File: config.mk
export PLATFORM = sky130hd
export DESIGN_NAME = cache_line_write_merger
export DESIGN_NICKNAME = d
export VERILOG_FILES = /design/src/rtl/cache_line_write_merger.sv
export SDC_FILE = /design/constraint.sdc
export NUM_CORES = 1
export LEC_CHECK = 0
export BUFFER_PORTS_ARGS = -buffer_cell sky130_fd_sc_hd__buf_2
export CAP_MARGIN = 20
export CORE_MARGIN = 1.5
export CORE_UTILIZATION = 55
export DETAILED_ROUTE_END_ITERATION = 7
export PLACE_DENSITY_LB_ADDON = 0.25
export SKIP_CTS_REPAIR_TIMING = 1
export SLEW_MARGIN = 15
export SYNTH_ARGS = -nofsm -noshare
export SYNTH_HDL_FRONTEND = slang
export SYNTH_SLANG_ARGS = --single-unit
File: constraint.sdc
create_clock -name clk -period 3.7 [get_ports clk]
set_input_delay 0.555 -clock clk [delete_from_list [all_inputs] [get_ports clk]]
set_output_delay 0.555 -clock clk [all_outputs]
set_load 0.05 [all_outputs]
File: src/rtl/cache_line_write_merger.sv
// cache_line_write_merger: write-combining buffer between the store path and
// a line-wide write port. Byte-masked word writes to one line are merged into
// a single image + strobe, which is emitted on full, miss, flush or idle timeout.
//
// state     | meaning
// ----------+----------------------------------------------------------
// S_EMPTY   | no line buffered; any write may start a new line
// S_MERGING | line buffered; hit writes merge, idle counter runs
// S_DRAIN   | line presented on line_valid until line_ready handshake
module cache_line_write_merger #(
  parameter int ADDR_WIDTH     = 32,
  parameter int WORD_WIDTH     = 32,
  parameter int WORDS_PER_LINE = 4,
  parameter int TIMEOUT        = 16
) (
  input  logic                                    clk,
  input  logic                                    rst_n,
  input  logic                                    p_req_valid,
  output logic                                    p_req_ready,
  input  logic [ADDR_WIDTH-1:0]                   p_addr,
  input  logic [WORD_WIDTH/8-1:0]                 p_w_en,
  input  logic [WORD_WIDTH-1:0]                   p_wdata,
  input  logic                                    flush,
  output logic                                    line_valid,
  input  logic                                    line_ready,
  output logic [ADDR_WIDTH-1:0]                   line_addr,
  output logic [WORD_WIDTH*WORDS_PER_LINE-1:0]    line_data,
  output logic [WORD_WIDTH/8*WORDS_PER_LINE-1:0]  line_strb,
  output logic                                    buf_empty
);

  localparam int BPW    = WORD_WIDTH / 8;
  localparam int BO     = $clog2(BPW);
  localparam int WO     = $clog2(WORDS_PER_LINE);
  localparam int LO     = BO + WO;
  localparam int TAG_W  = ADDR_WIDTH - LO;
  localparam int LINE_W = WORD_WIDTH * WORDS_PER_LINE;
  localparam int STRB_W = BPW * WORDS_PER_LINE;
  localparam int CNT_W  = (TIMEOUT < 2) ? 1 : $clog2(TIMEOUT);
  localparam logic [CNT_W-1:0] CNT_LAST = (TIMEOUT == 0) ? '0 : CNT_W'(TIMEOUT - 1);
  localparam logic [CNT_W-1:0] CNT_MAX  = '1;

  typedef enum logic [1:0] {
    S_EMPTY,
    S_MERGING,
    S_DRAIN
  } state_t;

  state_t            state;
  logic [TAG_W-1:0]  tag_q;
  logic [CNT_W-1:0]  cnt_q;

  logic [WO-1:0]     word_off;
  logic [TAG_W-1:0]  req_tag;
  logic              hit;
  logic              accept;
  logic              timeout_hit;
  logic [31:0]       shift_data;
  logic [31:0]       shift_strb;
  logic [LINE_W-1:0] wdata_sh;
  logic [STRB_W-1:0] wen_sh;
  logic [LINE_W-1:0] base_data;
  logic [STRB_W-1:0] base_strb;
  logic [LINE_W-1:0] merged_data;
  logic [STRB_W-1:0] merged_strb;

  // Byte-offset address bits carry no information for word writes.
  if (BO > 0) begin : g_unused
    logic unused_byte_off;
    assign unused_byte_off = ^p_addr[BO-1:0];
  end

  assign word_off    = p_addr[LO-1:BO];
  assign req_tag     = p_addr[ADDR_WIDTH-1:LO];
  assign hit         = (req_tag == tag_q);
  assign shift_data  = 32'(word_off) * 32'(WORD_WIDTH);
  assign shift_strb  = 32'(word_off) * 32'(BPW);
  assign line_addr   = {tag_q, {LO{1'b0}}};
  assign accept      = p_req_valid && p_req_ready;
  assign timeout_hit = (TIMEOUT != 0) && (cnt_q == CNT_LAST);

  // Ready: a miss in MERGING stalls the processor until the old line drains.
  always_comb begin
    case (state)
      S_EMPTY:   p_req_ready = 1'b1;
      S_MERGING: p_req_ready = !(p_req_valid && !hit);
      default:   p_req_ready = 1'b0;
    endcase
  end

  // Merge the incoming word into the buffered image (a cleared image when EMPTY).
  always_comb begin
    wdata_sh    = LINE_W'(p_wdata) << shift_data;
    wen_sh      = STRB_W'(p_w_en) << shift_strb;
    base_data   = (state == S_EMPTY) ? '0 : line_data;
    base_strb   = (state == S_EMPTY) ? '0 : line_strb;
    merged_data = base_data;
    for (int i = 0; i < STRB_W; i++) begin
      if (wen_sh[i]) merged_data[i*8 +: 8] = wdata_sh[i*8 +: 8];
    end
    merged_strb = base_strb | wen_sh;
  end

  // Buffer FSM; line image/strobe registers double as the line outputs, and
  // bytes are only ever written together with their strobe, so unstrobed bytes stay 0.
  always_ff @(posedge clk) begin
    if (!rst_n) begin
      state      <= S_EMPTY;
      tag_q      <= '0;
      cnt_q      <= '0;
      line_data  <= '0;
      line_strb  <= '0;
      line_valid <= 1'b0;
      buf_empty  <= 1'b1;
    end else begin
      case (state)
        S_EMPTY: begin
          if (accept && (|p_w_en)) begin
            tag_q     <= req_tag;
            line_data <= merged_data;
            line_strb <= merged_strb;
            cnt_q     <= '0;
            state     <= S_MERGING;
            buf_empty <= 1'b0;
          end
        end
        S_MERGING: begin
          if (accept) begin
            line_data <= merged_data;
            line_strb <= merged_strb;
            cnt_q     <= '0;
            if ((&merged_strb) || flush) begin
              state      <= S_DRAIN;
              line_valid <= 1'b1;
            end
          end else if (flush || p_req_valid || timeout_hit) begin
            // p_req_valid without accept here is a miss
            state      <= S_DRAIN;
            line_valid <= 1'b1;
          end else if (cnt_q != CNT_MAX) begin
            cnt_q <= cnt_q + 1'b1;
          end
        end
        S_DRAIN: begin
          if (line_ready) begin
            state      <= S_EMPTY;
            line_valid <= 1'b0;
            buf_empty  <= 1'b1;
            line_data  <= '0;
            line_strb  <= '0;
            cnt_q      <= '0;
          end
        end
        default: begin
          state      <= S_EMPTY;
          line_valid <= 1'b0;
          buf_empty  <= 1'b1;
        end
      endcase
    end
  end

endmodule

==> After elaboration in Yosys (flattened, before gate mapping) <==
Index checks and enable logic that the tools add are counted.
W data, S select, Z words.
{ "word_totals": {"word_cells": 90, "out_inout_bits": 179, "in_bits": 73, "register_bits": 180} }
{ "op_classes": {"eq_ne": 12, "n_mux": 47, "bitwise": 3, "shifts": 2, "reduce_logical": 18, "add_sub_neg": 1} }
{ "ops": {"columns": ["cell", "count"], "rows": [
  ["$mux W128", 4],
  ["$pmux W128 S3", 1],
  ["$mux W8", 16],
  ["$shl A32 B7 Y128", 1],
  ["$mux W16", 4],
  ["$pmux W16 S3", 1],
  ["$eq A28 B28 Y1", 1],
  ["$mux W4", 5],
  ["$or A16 B16 Y16", 1],
  ["$reduce_and A16 Y1", 1],
  ["$shl A4 B4 Y16", 1],
  ["$ne A3 B3 Y1 const B", 4],
  ["$pmux W4 S3", 1],
  ["$reduce_and A4 Y1", 3],
  ["$mux W2", 5],
  ["$mux W1", 6],
  ["$pmux W1 S3", 2],
  ["$pmux W2 S3", 1],
  ["$reduce_and A5 Y1", 1],
  ["$add A4 B1 Y4 const B", 1],
  ["$eq A4 B4 Y1 const B", 1],
  ["$ne A2 B2 Y1 const B", 2],
  ["$ne A4 B4 Y1 const B", 1],
  ["$reduce_or A4 Y1", 1],
  ["12 further kinds", 18]
]} }

==> Depth between registers and ports, before layout <==
Gate-level depths: netlist (run 1).
{ "logic_depth": {"ltp_word": 9, "mapped_depth": 10, "ltp_nobuf": 6} }

==> Worst setup path after synthesis (run 1) <==
No wires, ideal clock.
{ "synth_path": {"kind": "register to output", "from": "register tag_q[26]", "to": "output port p_req_ready", "path_stages_with_launch": 6, "t_arrival_ns": 2.365, "t_required_ns": 3.145, "path_slack_ns": 0.780, "n_path_buf": 0, "path_cell_list": "dfxtp_1 xnor2_1 nand4_1 nor4_2 a21oi_1 a21oi_1"} }
{ "synth_via": {"elab_chain_cells": 5} }
{ "synth_rtl": {"columns": ["item", "line", "text"], "rows": [
  ["start: declaration", "50", "logic [TAG_W-1:0] tag_q;"],
  ["start signal: assignment", "119", "tag_q <= req_tag;"],
  ["$eq A28 B28 Y1", "75", "assign hit = (req_tag == tag_q);"],
  ["$logic_not A1 Y1", "86", "S_MERGING: p_req_ready = !(p_req_valid && !hit);"],
  ["$logic_and A1 B1 Y1", "86", null],
  ["$logic_not A1 Y1", "86", null],
  ["$pmux W1 S2", "84", "case (state)"],
  ["end: declaration", "19", "output logic p_req_ready,"]
]} }
Every way passes these cells.

==> Worst setup path in the final report (run 1) <==
{ "layout_path": {"from": "register state[0]", "to": "output port p_req_ready"} }
{ "layout_via": {"elab_chain_cells": 2, "elab_cells_between_ends": 3, "cone_classes": "eq/ne: 1; mux: 1; reduce/logical: 1"} }
{ "layout_rtl": {"columns": ["item", "line", "text"], "rows": [
  ["start: declaration", "49", "state_t state;"],
  ["start signal: assignment", "108", "state <= S_EMPTY;"],
  ["start signal: assignment", "123", "state <= S_MERGING;"],
  ["start signal: assignment", "133", "state <= S_DRAIN;"],
  ["$eq A2 B1 Y1 or $logic_not A2 Y1 (tied branches)", "84", null],
  ["$pmux W1 S2 (*)", "84", null]
]} }
Mark *: on every way between the ends. The rest lies on a longest branch, timed or not.

==> results of run 1 <==
final timing paths:
check,start,depth (start not counted),slack [ps],to
hold / removal,p_addr[20],3,370,tag_q[16]$_SDFFE_PN0P_
setup / recovery,state[0]$_SDFFE_PN0P_,4,810,p_req_ready
setup reg to reg,state[0]$_SDFFE_PN0P_,7,820,line_data[18]$_SDFFE_PN0P_
hold reg to reg,line_data[22]$_SDFFE_PN0P_,2,450,line_data[22]$_SDFFE_PN0P_
area by class of cell:
class                      instances  area (um^2)  area share (%)
timing repair buffer             256         1330            14.1
sequential                       180         3600            38.1
tap                              176          220            2.33
inverter                           3         11.3           0.119
multi-input combinational        639         3650            38.6
antenna                            1         2.50          0.0265
clock inverter                    12          201            2.13
clock buffer                      19          433            4.58
metrics by stage:
stage / utilization (%) / total power (W) / area [um^2]
after detailed placement: 65.7 / 0.00285 / 8810
final: 70.5 / 0.00477 / 9450
after floorplan: - / 0.00264 / 7650
after CTS: 70.5 / 0.00478 / 9440
after global routing: 70.5 / 0.00492 / 9450
after global placement: 65.7 / 0.00284 / 8810
cell families (layout without fill, tap and decap cells):
family	after synthesis	count (layout)	synth area share [%]
and+or+nand+nor	387	387	24.0
AOI/OAI and AO/OA	218	218	19.8
DFF	180	180	47.2
buffers and inverters	92	290	5.40
xor gates and xnor gates	28	28	3.21
adders and majority gates	1	1	0.164
other	1	5	0.0491
muxes	1	1	0.131
sequential cells by signal, summed over array words and instances (netlist names):
signal,cells
line_strb,16
tag_q,28
cnt_q,4
buf_empty,1
state,2
line_data,128
line_valid,1
per-layer routing:
metal / vias to the layer above / track usage (%)
li1: 3705 / -
met1: 3504 / 39.6
met2: 390 / 47.2
met3: 36 / 8.60
met4: 2 / 9.63
met5: - / 0
power groups by stage:
stage / Sequential, W / Clock [W] / Combinational [W]
2_1_floorplan: 0.00226 / 0 / 0.000385
3_3_place_gp: 0.00208 / 0 / 0.000765
3_5_place_dp: 0.00208 / 0 / 0.000767
4_1_cts: 0.00204 / 0.00197 / 0.000769
5_1_grt: 0.00205 / 0.00205 / 0.000823
6_report: 0.00204 / 0.00196 / 0.000775
worst reg2reg max path, cell delays in order (launching register included):
cell and delay (ps):
dfxtp_1 690, nor2b_1 250, nand2_1 90, nor4_1 430, a21boi_4 220, buf_4 260, a21oi_1 600, o22ai_1 200
cells in the final DEF, fill, tap and decap left out, drive strengths merged, types with 2 or more instances in the layout:
| cell | synthesis | routed |
|---|---|---|
| nor2b | 3 | 3 |
| or2 | 2 | 2 |
| bufinv | 0 | 5 |
| a31oi | 4 | 4 |
| o21a | 5 | 5 |
| inv | 3 | 5 |
| a22oi | 2 | 2 |
| nor2 | 45 | 45 |
| and2 | 7 | 7 |
| dfxtp | 180 | 180 |
| o21ai | 10 | 10 |
| o22ai | 97 | 97 |
| o31a | 5 | 5 |
| nor3 | 8 | 8 |
| nand3 | 14 | 14 |
| buf | 27 | 256 |
| a32o | 16 | 16 |
| clkbuf | 62 | 19 |
| and3 | 5 | 5 |
| a2bb2o | 2 | 2 |
| clkinvlp | 0 | 2 |
| o2bb2ai | 17 | 17 |
| xnor2 | 28 | 28 |
| nand2 | 188 | 188 |
| nand4 | 99 | 99 |
| and3b | 3 | 3 |
| conb | 1 | 4 |
| nor4 | 2 | 2 |
| or4 | 2 | 2 |
| clkinv | 0 | 3 |
| a21oi | 41 | 41 |
| a2bb2oi | 11 | 11 |
| nand2b | 6 | 6 |
==> results.json, run 1 <==
{
  "path_buf_inv": 2,
  "die_h_um": 121,
  "antenna_found_initial": 2,
  "instances_no_fill": 1286,
  "drt_iter0_markers": 698,
  "wl_mm": 22.7,
  "layout.nets": 1171,
  "synth_common_cells": "nand2_1, dfxtp_1, nand4_1",
  "yosysMostFrequentCell": "nand2_1",
  "die_area_mm2": 0.0146,
  "switching_share_pct": 28.9,
  "crit_family": "flip-flops",
  "max-slew-margin-rel_pct": 49.9,
  "crit_chain": "inv_1, a21oi_1, a21oi_1, buf_2",
  "ant_nets": 0,
  "p_int_w": 0.00339,
  "max-cap-violations": 0,
  "synth.distinct_cells": 51,
  "fmax_mhz": 346,
  "grt_pass1_wl_mm": 34.7,
  "cp_common_cell": "a21oi_1",
  "p_switching_w": 0.00138,
  "synthFlopType": "dfxtp_1",
  "synth_top_area_share_pct": 47.2,
  "fillerInstances": 1120,
  "finalCritPeriodShare_pct": 78.2,
  "dr.pass1.iters": 7,
  "drive_above_1_share_pct": 26.8,
  "synthArstFlopShare_pct": 0,
  "clock_latency_ps": 430,
  "drc": 0,
  "cts_made_buffers": 17,
  "pre_cts_ws_ps": 774,
  "slew_violations": 0,
  "coreArea_mm2": 0.0134,
  "period_needed_ps": 2890,
  "area_delta_synth_final_pct": 23.6,
  "clock-sinks": 180,
  "setup_tns_ps": 0,
  "finClkSkew_ps": 6.27,
  "viasPerCell": 5.94,
  "post_synth_inst_count": 908,
  "grt_setup_unrepaired": "no",
  "htreeDepth": 4,
  "portBuffers": 245,
  "syn_area_mm2": 0.00764,
  "grt.overflow.total": 0,
  "setup_ws_ps": 807,
  "holdWs_ps": 375,
  "critical_path_class": "flop to output pin",
  "ys_seq_elements": 180,
  "power-per-cell-area_mw_per_mm2": 505,
  "wl_per_cell_um": 17.6,
  "hold_viol": 0,
  "gp_congestion": 0.820,
  "syn-mean-instance-area_um2": 8.41,
  "grt_pass1_vias": 6615,
  "wl_met1_mm": 9.53,
  "cts_buffer_depth": 2,
  "synth_warnings": 0,
  "end_kind": "output pin",
  "power_leakage_nw": 3.88,
  "clock_power_share_pct": 41.1,
  "setup_viol": 0,
  "crit_path_start_kind": "flop",
  "path_clk_slew_ps": 60,
  "ios": 252,
  "cp_slowest_cell": "dfxtp_1",
  "vdd_drop_max_mv": 0.277,
  "ys_seq_area_share_pct": 47.2,
  "cts-root-buf": "clkbuf_16",
  "core.rowCount": 42,
  "critPathRequiredTime_ps": 3140,
  "dpl.hpwl_mm": 15.2,
  "cpPeakStageDelay_ps": 690,
  "routed-wl-met3_mm": 2.15,
  "outcome": "finished, final reports clean",
  "start_util_pct": 57.0,
  "yosysTopAreaCell": "dfxtp_1",
  "p_comb_share_pct": 16.2,
  "dp.cells": 1254,
  "cp.arrival_ps": 2340,
  "critPathMaxFanout": 15,
  "cts_tree": "done",
  "grt_usage_pct": 29.9,
  "vias": 7637,
  "die_width_um": 121,
  "synth_edf_count": 0,
  "routed.top_layer": "met5",
  "grt_max_degree": 79,
  "synthTopCellsByArea": "dfxtp_1, nand2_1, nand4_1",
  "seq_power_share_pct": 42.7,
  "tightest_slew_ps": 751,
  "hp-class": "primary input to flop",
  "wl_met2_mm": 10.5
}
No activity file was read; power rests on OpenSTA's default activity.
==> run 2, diff against run 1 <==
--- a/config.mk
+++ b/config.mk
@@ -8,7 +8,7 @@
 export BUFFER_PORTS_ARGS = -buffer_cell sky130_fd_sc_hd__buf_2
 export CAP_MARGIN = 20
 export CORE_MARGIN = 1.5
-export CORE_UTILIZATION = 55
+export CORE_UTILIZATION = 46
 export DETAILED_ROUTE_END_ITERATION = 7
 export PLACE_DENSITY_LB_ADDON = 0.25
 export SKIP_CTS_REPAIR_TIMING = 1
==> constraint.sdc (replaced) <==
create_clock -name clk -period 2.5 [get_ports clk]
set_input_delay 0.375 -clock clk [delete_from_list [all_inputs] [get_ports clk]]
set_output_delay 0.375 -clock clk [all_outputs]
set_load 0.05 [all_outputs]
==> results.json, run 2 (same netlist as run 1, synthesis figures left out) <==
{
  "die_width_um": 132,
  "portBuffers": 245,
  "finClkSkew_ps": 9.64,
  "finalCritPeriodShare_pct": 93.7,
  "slew_violations": 0,
  "wl_per_cell_um": 17.1,
  "crit_family": "simple AND/OR/NAND/NOR gates",
  "max-slew-margin-rel_pct": 46.3,
  "reg.largest.list": "line_data (128), tag_q (28), line_strb (16)",
  "cts-root-buf": "clkbuf_16",
  "end_kind": "output pin",
  "die_h_um": 132,
  "setup_ws_ps": 158,
  "clock_power_share_pct": 37.5,
  "clock_latency_ps": 430,
  "gp_congestion": 0.856,
  "drive_above_1_share_pct": 29.2,
  "power-per-cell-area_mw_per_mm2": 699,
  "grt.overflow.total": 0,
  "fmax_mhz": 427,
  "timing.rr.end": "line_data[102]$_SDFFE_PN0P_",
  "holdPathStages": 3,
  "htreeDepth": 4,
  "cp.arrival_ps": 1970,
  "p_switching_w": 0.00208,
  "critPathMaxFanout": 4,
  "critical_path_class": "flop to output pin",
  "crit_chain": "xnor2_1, nand4_1, nor4_2, buf_4, a21oi_2, a21oi_2, buf_6",
  "cts_made_buffers": 17,
  "grt_setup_unrepaired": "no",
  "power_w": 0.00679,
  "r2r_cells": 8,
  "hold_viol": 0,
  "wl_mm": 23.2,
  "power_leakage_nw": 4.04,
  "p_comb_share_pct": 18.2,
  "drt_iter0_markers": 781,
  "grt_pass1_vias": 6856,
  "largest_register_ffs": 128,
  "reg2reg_from": "tag_q[24]$_SDFFE_PN0P_",
  "viasPerCell": 5.69,
  "cpPeakStageDelay_ps": 330,
  "tightest_slew_ps": 805,
  "cp_slowest_cell": "dfxtp_2",
  "hold_path_end": "tag_q[12]$_SDFFE_PN0P_",
  "clock-sinks": 180,
  "grt_pass1_wl_mm": 36.8,
  "crit_path_start_kind": "flop",
  "vdd_drop_max_mv": 0.466,
  "cp_common_cell": "a21oi_2",
  "path_clk_slew_ps": 70,
  "die_area_mm2": 0.0174,
  "hp-start": "p_addr[16]",
  "switching_share_pct": 30.6,
  "antenna_cells": 0,
  "layout_commonest_cell": "buf_2",
  "outcome": "finished, final reports clean",
  "core.rowCount": 46,
  "cts_tree": "done",
  "most-common-layout-cells": "buf_2, nand2_1, dfxtp_1",
  "pre_cts_ws_ps": 196,
  "ios": 252,
  "fillerInstances": 1460,
  "setup_tns_ps": 0,
  "grt_usage_pct": 25.9,
  "setup_viol": 0,
  "grt_max_degree": 117,
  "area_delta_synth_final_pct": 27.2,
  "start_util_pct": 47.6,
  "vias": 7733,
  "dr.pass1.iters": 5,
  "r2r_slack_ps": 330,
  "top_register": "line_data",
  "critPathRequiredTime_ps": 2120,
  "path_buf_inv": 2,
  "antenna_found_initial": 0,
  "hp-class": "primary input to flop",
  "dpl.hpwl_mm": 16.1,
  "coreArea_mm2": 0.0161,
  "ant_nets": 0,
  "p_int_w": 0.00472,
  "max-cap-violations": 0,
  "period_needed_ps": 2340,
  "cts_buffer_depth": 2,
  "drc": 0,
  "seq_power_share_pct": 44.3,
  "layout.nets": 1205
}
run 2: cell types whose count changed in the layout (fill, tap and decap cells not counted), sizes merged:
cell      before  now
clkinvlp       2    3
diode          1    0
clkbuf        19   21
buf          256  290
bufinv         5    1
clkinv         3    5
run 2: tightest hold or removal path: cells and delay by family:
kind | cells | cell delay, ps
buffers and inverters | 1 | 110
AO/OA/AOI/OAI | 1 | 50
AND/OR/NAND/NOR | 1 | 50
run 2: worst max-delay path by stage:
stage               slack (ps)              startpoint                     endpoint  cells past startpoint
floorplan                   50  tag_q[26]$_SDFFE_PN0P_                  p_req_ready                      5
global placement           230              p_addr[29]  line_data[102]$_SDFFE_PN0P_                      9
detailed placement         200              p_addr[29]  line_data[102]$_SDFFE_PN0P_                      9
CTS                        -50  tag_q[25]$_SDFFE_PN0P_                  p_req_ready                      7
global route                40  tag_q[24]$_SDFFE_PN0P_                  p_req_ready                      6
finish                     160  tag_q[25]$_SDFFE_PN0P_                  p_req_ready                      7
run 2: metrics by stage:
stage | hold WS [ps] | cell area (um^2) | instances | utilization [%]
6_report | 194 | 9720 | 1360 | 60.5
4_1_cts | 185 | 9710 | 1360 | 60.5
3_5_place_dp | 441 | 9160 | 1328 | 57.0
2_1_floorplan | 432 | 7650 | 911 | -
5_1_grt | 193 | 9720 | 1360 | 60.5
3_3_place_gp | 439 | 9160 | 1328 | 57.0
run 2: area by class of cell:
type                    instances  area [um^2]  share of cell area, %
clock inverters                11          103                   1.06
flip-flops and latches        180         3600                   37.1
multi-input cells             639         3650                   37.6
clock buffers                  21          450                   4.63
inverters                       3         11.3                  0.116
well taps                     216          270                   2.78
repair buffers                290         1630                   16.7
run 2: per-layer routing:
layer / global-route usage (%) / vias up / routed length [um]
met2: 40.7 / 332 / 10800
met3: 7.34 / 22 / 2000
li1: - / 3759 / -
met1: 34.7 / 3620 / 10200
met5: 0 / - / 0
met4: 7.41 / 0 / 293
run 2: power groups by stage:
stage	clock network, W	registers (W)	logic [W]
after floorplan	0	0.00334	0.000570
after detailed placement	0	0.00307	0.00123
after CTS	0.00258	0.00301	0.00123
final	0.00255	0.00301	0.00124
after global routing	0.00271	0.00302	0.00132
after global placement	0	0.00307	0.00122
